`src/rtl/mul_hilo_ctrl.sv`:
```
// rtl/mul_hilo_ctrl.sv - sequencing and HI/LO result registers around a combinational multiplier
//
// Latches operands for the external combinational signed multiplier, holds them
// stable for LATENCY settle cycles, then captures the 2*WIDTH product into HI/LO
// and pulses done. HI/LO can also be written directly from the bus.
//
// Optional feature macro: MUL_OVF_FLAG_EN (registered product overflow flag).
//
// Ports:
//   clock       rising-edge clock
//   clear       synchronous active-high reset
//   start       request a multiply of a_in x b_in
//   a_in, b_in  operands (Q, M)
//   q_out/m_out registered operands driving the multiplier
//   product_in  multiplier result, two's complement, 2*WIDTH bits
//   bus_in      direct-write data for HI/LO
//   hi_load     write bus_in to HI
//   lo_load     write bus_in to LO
//   busy        multiply in progress (RUN or CAPTURE)
//   done        one-cycle completion pulse
//   hi_out      HI register (upper product half)
//   lo_out      LO register (lower product half)
//   ovf         product does not fit in WIDTH bits (0 unless MUL_OVF_FLAG_EN)

module mul_hilo_ctrl #(
  parameter int LATENCY = 2,
  parameter int WIDTH   = 32
) (
  input  logic               clock,
  input  logic               clear,
  input  logic               start,
  input  logic [WIDTH-1:0]   a_in,
  input  logic [WIDTH-1:0]   b_in,
  output logic [WIDTH-1:0]   q_out,
  output logic [WIDTH-1:0]   m_out,
  input  logic [2*WIDTH-1:0] product_in,
  input  logic [WIDTH-1:0]   bus_in,
  input  logic               hi_load,
  input  logic               lo_load,
  output logic               busy,
  output logic               done,
  output logic [WIDTH-1:0]   hi_out,
  output logic [WIDTH-1:0]   lo_out,
  output logic               ovf
);

  localparam logic [1:0] S_IDLE    = 2'd0;
  localparam logic [1:0] S_RUN     = 2'd1;
  localparam logic [1:0] S_CAPTURE = 2'd2;

  localparam logic [3:0] CNT_INIT = 4'(LATENCY - 1);

  logic [1:0]       state_q, state_d;
  logic [3:0]       cnt_q, cnt_d;
  logic [WIDTH-1:0] q_q, q_d;
  logic [WIDTH-1:0] m_q, m_d;
  logic [WIDTH-1:0] hi_q, hi_d;
  logic [WIDTH-1:0] lo_q, lo_d;
  logic             done_q, done_d;
  logic             capture;

  assign capture = (state_q == S_CAPTURE);

  always_comb begin
    state_d = state_q;
    cnt_d   = cnt_q;
    q_d     = q_q;
    m_d     = m_q;
    done_d  = 1'b0;

    case (state_q)
      S_IDLE: begin
        if (start) begin
          q_d     = a_in;
          m_d     = b_in;
          cnt_d   = CNT_INIT;
          state_d = S_RUN;
        end
      end
      S_RUN: begin
        if (cnt_q == 4'd0) begin
          state_d = S_CAPTURE;
        end else begin
          cnt_d = cnt_q - 4'd1;
        end
      end
      S_CAPTURE: begin
        done_d  = 1'b1;
        state_d = S_IDLE;
      end
      default: begin
        state_d = S_IDLE;
        cnt_d   = 4'd0;
      end
    endcase
  end

  // The capture write has priority over a direct bus load on the same edge.
  always_comb begin
    hi_d = hi_q;
    lo_d = lo_q;
    if (capture) begin
      hi_d = product_in[2*WIDTH-1:WIDTH];
      lo_d = product_in[WIDTH-1:0];
    end else begin
      if (hi_load) hi_d = bus_in;
      if (lo_load) lo_d = bus_in;
    end
  end

  always_ff @(posedge clock) begin
    if (clear) begin
      state_q <= S_IDLE;
      cnt_q   <= 4'd0;
      q_q     <= '0;
      m_q     <= '0;
      hi_q    <= '0;
      lo_q    <= '0;
      done_q  <= 1'b0;
    end else begin
      state_q <= state_d;
      cnt_q   <= cnt_d;
      q_q     <= q_d;
      m_q     <= m_d;
      hi_q    <= hi_d;
      lo_q    <= lo_d;
      done_q  <= done_d;
    end
  end

`ifdef MUL_OVF_FLAG_EN
  logic ovf_q, ovf_d;

  // Overflow when the upper half is not a pure sign extension of the lower half's MSB.
  always_comb begin
    ovf_d = ovf_q;
    if (capture) begin
      ovf_d = |(product_in[2*WIDTH-1:WIDTH] ^ {WIDTH{product_in[WIDTH-1]}});
    end else if (hi_load || lo_load) begin
      ovf_d = 1'b0;
    end
  end

  always_ff @(posedge clock) begin
    if (clear) begin
      ovf_q <= 1'b0;
    end else begin
      ovf_q <= ovf_d;
    end
  end

  assign ovf = ovf_q;
`else
  assign ovf = 1'b0;
`endif

  assign busy   = (state_q == S_RUN) || (state_q == S_CAPTURE);
  assign done   = done_q;
  assign q_out  = q_q;
  assign m_out  = m_q;
  assign hi_out = hi_q;
  assign lo_out = lo_q;

endmodule

```
`config.mk`:
```
export PLATFORM = sky130hd
export DESIGN_NAME = mul_hilo_ctrl
export DESIGN_NICKNAME = d
export VERILOG_FILES = /design/src/rtl/mul_hilo_ctrl.sv
export SDC_FILE = /design/constraint.sdc
export NUM_CORES = 1
export LEC_CHECK = 0
export CAP_MARGIN = 10
export CORE_ASPECT_RATIO = 0.5
export CORE_UTILIZATION = 43
export CTS_CLUSTER_SIZE = 25
export DETAILED_ROUTE_END_ITERATION = 12
export PLACE_DENSITY = 0.87
export SETUP_SLACK_MARGIN = 0.15
export SLEW_MARGIN = 20
export SYNTH_ARGS = -nofsm -noshare
export SYNTH_HDL_FRONTEND = slang
export SYNTH_SLANG_ARGS = --single-unit
```
`constraint.sdc`:
```
create_clock -name clock -period 2.7 [get_ports clock]
set_input_delay 0.405 -clock clock [delete_from_list [all_inputs] [get_ports clock]]
set_output_delay 0.405 -clock clock [all_outputs]
set_load 0.005 [all_outputs]
```
==> results of run 1 <==
[Yosys cell counts, types with 2 or more instances]
library cell,count
a21oi_1,67
buf_2,21
buf_4,2
clkbuf_1,22
dfxtp_1,135
ha_1,5
inv_1,5
mux2_1,15
mux2_2,49
mux2i_1,64
nand2_1,129
nor2_1,66
nor2b_1,4
o21ai_0,4
or3_1,2
or4_1,3
[cell families after synthesis]
group	Yosys count	synth area share (%)
buf+inv	52	4.22
compound gates	77	7.16
flops	135	48.0
simple gates	213	15.3
fa+ha+maj	5	1.11
other cells	1	0.0666
mux	128	24.2
[report_power, final]
part | internal [mW] | switching, mW | leakage (nW)
Sequential | 2.22 | 0.116 | 1.11
Combinational | 0.956 | 0.683 | 2.09
Clock | 1.32 | 0.928 | 0.276
[worst max-delay path by stage]
| stage | startpoint | slack (ps) | cells past startpoint | to |
|---|---|---|---|---|
| floorplan | state_q[0] | 1160 | 6 | cnt_q[1] |
| global placement | hi_load | 700 | 5 | hi_out[2] |
| detailed placement | lo_load | 620 | 5 | lo_out[5] |
| CTS | state_q[1] | 620 | 3 | busy |
| global route | state_q[1] | 590 | 3 | busy |
| finish | state_q[1] | 640 | 3 | busy |
[cell type report]
cell class | count | share of cell area (%)
inverters | 5 | 0.203
clock inverters | 14 | 1.50
repair buffers | 304 | 32.7
multi-input cells | 424 | 29.3
flip-flops and latches | 135 | 29.2
clock buffers | 18 | 4.75
well taps | 170 | 2.30
[per-layer routing]
layer	global-route usage, %	up-vias
met5	0	-
met4	10.2	0
met3	4.85	44
met2	44.8	167
met1	26.2	2452
li1	-	2601
[through the flow]
stage	setup WS [ps]	hold slack, ps	cells
2_1_floorplan	1160	453	611
3_3_place_gp	704	441	1038
3_5_place_dp	624	446	1038
4_1_cts	624	454	1070
5_1_grt	592	471	1070
6_report	638	453	1070
[critical path, delay by kind of cell (launching register included)]
kind | cells | cell delay (ps)
adder cells (fa/ha/maj) | 1 | 280
flip-flops | 1 | 370
buffers and inverters | 2 | 620
[flip-flops by register name (all words and copies together), names as in the netlist]
register  count
cnt_q         4
done          1
hi_out       32
state_q       2
lo_out       32
m_out        32
q_out        32
==> metrics, run 1 <==
DP HPWL 11800 µm; status completed; IO Pins approximately 300; reg2reg end state_q[1]; Design Power 6.22 mW; height of the die 82.9 µm; Peak VDD IR 0.000539 V; Metal-1 WL 6750 µm; Most used DFF post-synth dfxtp_1; crit-path cells inv_1 > ha_1 > clkdlybuf4s50_1; Worst R2R Setup Slack 1000 ps; commonest non-fill, non-tap cells in the layout clkdlybuf4s50_1, dfxtp_1, nand2_1, a21oi_1, nor2_1; WL final ~16000 µm; crit path kind flop to output pin; Finished Core Util 72.8%; TritonCTS clock tree yes; Setup Buffers After CTS 0; clock buffer depth 2; PortBufs 294; Num CTS Buffers 17; WP data arrival approximately 1700 ps; Post-Syn Nets approximately 780; startpoint types flop; WL/cell 15.4 µm; met3 WL 803 µm; htree depth 4; met2 wire length 8370 µm; Worst Path Required 2300 ps; RSZ-0062 raised after global routing false; Tcrit/Tclk final 76.4%; slowest stage delay, CP 530 ps; Max FO, Critical Path 3; clock sinks 135; synth top area cells dfxtp_1, mux2i_1, mux2_2; vias per cell about 4.9; fmax slightly below 500 MHz; Post-synth EDFFs 0; largest net degree at the start of global routing 89; total negative setup slack 0 ps; Routed Antenna Nets 0; Hold Crit Start q_out[19]; Worst Hold Class flop to flop; first-pass GRT wire length 26200 µm; Reg area 2700 µm²; Hold Path Cell Cnt 2; multi-input logic area 2710 µm²; Cell Area, Synth 5630 µm²; Iteration-0 DRC Markers 250; final setup fails 0; Ant. Diodes 0; Synth cell types 34; Crit. End Element output pin; Synth async-reset ratio 0%; cts hold-fix bufs 0; max-cap check violation count 0; GRT Total Usage 24.0%; Synth warnings 0; hold worst-path end q_out[19]; Pins Over Slew Limit 0; initial antenna violation count 0; worst-margin pin slew 916 ps; commonest non-fill, non-tap cell in the layout clkdlybuf4s50_1; Residual DRC 0; layout cells sized above 1 10.7%; PwrDens approximately 670 nW/µm²; Clk Latency, worst-skew pair 400 ps; Core Rows 29; vias 5264; Synth Register Bits ~140; routability cong. approximately 0.80; Die X 164 µm; Yosys top cell area share 48.0%; Fillers 940; slowest stage cell, crit path clkdlybuf4s50_1; clk_skew about 12 ps; die area approximately 14000 µm²; r2r startpoint state_q[0]; Slew HR about two fifths; Final Instance Area 9250 µm²; Synth Area per Inst 9.22 µm²; Clock Pin Slew Worst Setup and Hold Paths roughly 60 ps; final hold vios 0; Synth Instances 611; P_leak 3.47 nW; Initial Util 44.3%; Clk Tree Root Cell clkbuf_16; area leader, netlist dfxtp_1; Cell Area, Placed 8670 µm²; CTS resizes 0; vias in the first global route between 5000 and 6000; Layout Nets 1057; Area Growth Syn to Fin 64.2%; TritonRoute pass-1 iters 5; min Tclk post-route 2060 ps; highest routed layer met4; core area between 10000 and 15000 µm²; gr ovfl total 0; reg2reg path depth 5; sequential area share after synthesis approximately 48%
No activity file was read; power rests on OpenSTA's default activity.
==> inputs of run 2 (changes only) <==
Settings changed: CORE_UTILIZATION 43 to 40, PLACE_DENSITY 0.87 to 0.81.
Clock period 2.7 ns to 2.05 ns, I/O delays scaled along.
==> metrics, run 2 (synthesis gave the netlist of run 1 again) <==
total negative setup slack 0 ps; Worst Path Required 2320 ps; vias per cell 4.81; WL final 17000 µm; reg2reg end lo_out[9]; vias in the first global route 5270; Layout Nets 1060; status completed; commonest non-fill, non-tap cells in the layout clkdlybuf4s50_1, dfxtp_1, nand2_1, a21oi_1, nor2_1; DP HPWL 12000 µm; max-cap check violation count 0; WP data arrival 2020 ps; commonest non-fill, non-tap cell in the layout clkdlybuf4s50_1; final setup fails 0; GRT Total Usage 22.9%; Setup Buffers After CTS 0; Crit. End Element flop; r2r startpoint state_q[0]; Clk Tree Root Cell clkbuf_16; TritonCTS clock tree yes; pre-CTS setup slack 296 ps; Max FO, Critical Path 40; Area Growth Syn to Fin 67.0%; gr ovfl total 0; Worst path top cell family by delay adder cells; Ant. Diodes 0; PwrDens around 910 nW/µm²; crit path kind flop to flop; IO Pins 296; Residual DRC 0; clock buffer depth 2; Slew HR 54.4%; slowest stage cell, crit path ha_4; Worst Hold Class primary input to flop; startpoint types flop; WL/cell 15.5 µm; clk_skew about 11 ps; Fillers 1055; slowest stage delay, CP 600 ps; hold worst-path end lo_out[10]; Tcrit/Tclk final 85.2%; Initial Util between 40 and 50%; Pins Over Slew Limit 0; TritonRoute pass-1 iters 4; Hold Crit Start clear; crit-path cells inv_1 > ha_4 > buf_4 > mux2i_1 > nor2_1; die area 14600 µm²; RSZ-0062 raised after global routing false; Peak VDD IR 0.000735 V; largest net degree at the start of global routing 79; final hold vios 0; cts hold-fix bufs 0; Iteration-0 DRC Markers 191; height of the die 85.9 µm; fmax 573 MHz; P_leak 3.54 nW; htree depth 4; Clk Latency, worst-skew pair about 400 ps; Worst R2R Setup Slack approximately 300 ps; worst-margin pin slew 684 ps; core area 13600 µm²; Hold Path Cell Cnt 2; Die X 170 µm; vias 5270; final hold slack 269 ps; Routed Antenna Nets 0; routability cong. 0.768; clock sinks 135; initial antenna violation count 0; first-pass GRT wire length 26400 µm; layout cells sized above 1 between 10 and 15%; PortBufs 294; Setup WS post-layout 303 ps; min Tclk post-route 1750 ps; CP bufs+invs 2; reg2reg path depth 5; Num CTS Buffers 17; Core Rows 30; Clock Pin Slew Worst Setup and Hold Paths 60 ps
## run 2: final cells by class
cell class                 instances  area, µm²  share of cell area [%]
multi-input combinational        424       2710                    28.8
tap                              192        240                    2.56
timing repair buffer             307       3110                    33.1
inverter                           5       18.8                   0.200
clock buffer                      18        429                    4.56
sequential                       135       2700                    28.8
clock inverter                    14        189                    2.01
## run 2: through the flow
stage | total power, mW | utilization, % | instance area (µm²) | instances
2_1_floorplan | 4.17 | - | 5630 | 611
3_3_place_gp | 5.29 | 64.5 | 8780 | 1063
3_5_place_dp | 5.36 | 64.5 | 8780 | 1063
4_1_cts | 8.59 | 69.0 | 9400 | 1095
5_1_grt | 8.92 | 69.0 | 9400 | 1095
6_report | 8.51 | 69.0 | 9400 | 1095
## run 2: how the worst max path moves through the flow
stage / endpoint / slack [ps] / startpoint / cells past startpoint
final: lo_out[9] / 300 / state_q[0] / 5
after floorplan: cnt_q[1] / 510 / state_q[0] / 6
after global routing: lo_out[10] / 160 / state_q[0] / 5
after detailed placement: lo_out[10] / 300 / state_q[0] / 5
after global placement: lo_out[4] / 340 / state_q[0] / 5
after CTS: lo_out[9] / 270 / state_q[0] / 5
## run 2: worst reg2reg max path, stage by stage (launching register included)
cell     delay [ps]
dfxtp_1         320
inv_1           130
ha_4            600
buf_4           320
mux2i_1         210
nor2_1           50
## run 2: layer usage
metal / share of wire [%] / routed length, µm / global-route usage, %
met1: 41 / 6970 / 25.8
met2: 53 / 8960 / 43.2
met3: 4.7 / 800 / 5.12
met4: 1.4 / 232 / 6.72
met5: 0 / 0 / 0
## run 2: where the power goes
group	total, mW	internal, mW	switching (mW)
sequential	3.08	2.93	0.153
combinational	2.22	1.30	0.919
clock	3.21	1.96	1.25
total	8.51	6.19	2.32
## run 2: what timing repair did
item / CTS / global route
resized for setup: 2 / 0
pin swaps: 0 / 1
setup endpoints to repair: 1 / 2
==> inputs of run 3 (changes only) <==
Settings changed: CORE_ASPECT_RATIO 0.5 to 1.1.
==> metrics, run 3 (synthesis gave the netlist of run 1 again) <==
Clk Latency, worst-skew pair 410 ps; Max FO, Critical Path 3; P_leak 3.55 nW; highest routed layer met4; Routed Antenna Nets 0; Core Rows 45; Finished Core Util between 60% and 70%; initial antenna violation count 0; clock sinks 135; commonest non-fill, non-tap cell in the layout clkdlybuf4s50_1; fmax just under 600 MHz; first-pass GRT wire length approximately 25000 µm; Die X 115 µm; total negative setup slack 0 ps; clk_skew ~5.5 ps; Setup Buffers After CTS 0; Ant. Diodes 0; Slew HR 64.4%; Metal-1 WL 6180 µm; Pins Over Slew Limit 0; vias per cell 4.81; met3 WL 1940 µm; min Tclk post-route roughly 1700 ps; met2 wire length 7930 µm; Worst path top cell family by delay buffers and inverters; WP data arrival 1420 ps; Initial Util 40.8%; Num CTS Buffers 17; final hold vios 0; height of the die between 100 and 150 µm; Setup WS post-layout around 320 ps; Tcrit/Tclk final 84.4%; worst-margin pin slew 534 ps; Residual DRC 0; TritonCTS clock tree yes; commonest non-fill, non-tap cells in the layout clkdlybuf4s50_1, dfxtp_1, nand2_1, a21oi_1, nor2_1; htree depth 4; core area approximately 14000 µm²; pre-CTS setup slack 320 ps; GRT Total Usage between 20% and 30%; gr ovfl total 0; RSZ-0062 raised after global routing false; Worst Hold Class primary input to flop; startpoint types flop; WL final around 16000 µm; IO Pins 296; die area 14600 µm²; Clock Pin Slew Worst Setup and Hold Paths 60 ps; PwrDens 908 nW/µm²; Peak VDD IR 0.000652 V; largest net degree at the start of global routing 65; final setup fails 0; Layout Nets 1058; status completed; DP HPWL 11800 µm; routability cong. between 0.7 and 0.8; slowest stage cell, crit path dfxtp_1; max-cap check violation count 0; PortBufs 294; crit path kind flop to output pin; Crit. End Element output pin; clock buffer depth 2; vias in the first global route 5139; layout cells sized above 1 10.7%; crit-path cells inv_1 > ha_1 > dlygate4sd2_1; TritonRoute pass-1 iters 4; Iteration-0 DRC Markers approximately 290; Area Growth Syn to Fin 67.2%; Clk Tree Root Cell clkbuf_16; vias between 5000 and 6000; slowest stage delay, CP between 300 and 400 ps; Worst Path Required 1740 ps; CP bufs+invs 2; WL/cell 15.0 µm
## run 3: changes by cell type in the layout (fill, tap and decap cells not counted)
cell	change
inv_6	-4
clkbuf_8	+3
clkinv_2	+3
buf_2	-2
buf_4	-2
clkdlybuf4s50_1	+2
clkinvlp_4	-2
inv_8	-2
bufinv_16	+1
clkinv_4	+1
dfxtp_1	+1
dfxtp_2	-1
## run 3: what timing repair did
| action | in CTS | in global routing |
|---|---|---|
| hold buffers | 0 | 0 |
| endpoints found under the setup margin | 1 | 0 |
| gates resized for setup | 1 | 0 |
## run 3: worst paths after layout
kind                                  from  slack (ps)  cells after the start   endpoint
worst max-delay path            state_q[0]         320                      3       busy
worst max register to register  state_q[0]         390                      5   cnt_q[1]
worst min register to register   q_out[12]         450                      2  q_out[12]
worst min-delay path                 clear         260                      2  lo_out[0]
## run 3: routing by layer
| metal | global-route usage [%] | up-vias |
|---|---|---|
| met1 | 23.0 | 2402 |
| met5 | 0 | - |
| met4 | 8.94 | 0 |
| met3 | 11.0 | 24 |
| met2 | 39.2 | 207 |
| li1 | - | 2600 |
## run 3: worst reg2reg max path: stages (launching register included)
cell     delay [ps]
dfxtp_1         340
inv_1            90
ha_1            280
nor2b_1         230
or4_1           480
a31oi_1         160
## run 3: power by group
part | switching (mW) | internal, mW | total (mW)
Sequential | 0.148 | 2.93 | 3.08
Clock | 1.15 | 2.14 | 3.28
Combinational | 0.900 | 1.29 | 2.19
Total | 2.19 | 6.36 | 8.55
## run 3: layout make-up
type / count / area (µm²)
Timing Repair Buffer: 305 / 3110
Clock inverter: 11 / 170
Multi-Input combinational cell: 424 / 2710
Clock buffer: 21 / 470
Sequential cell: 135 / 2700
Inverter: 5 / 18.8
Tap cell: 188 / 235
Fill cell: 1101 / 4380
## run 3: stage by stage
| step | instance area, µm² | power (mW) | std cells | hold WS, ps |
|---|---|---|---|---|
| 4_1_cts | 9410 | 8.65 | 1089 | 254 |
| 3_3_place_gp | 8770 | 5.31 | 1057 | 441 |
| 2_1_floorplan | 5630 | 4.17 | 611 | 443 |
| 5_1_grt | 9410 | 8.97 | 1089 | 262 |
| 3_5_place_dp | 8770 | 5.34 | 1057 | 446 |
| 6_report | 9410 | 8.55 | 1089 | 258 |
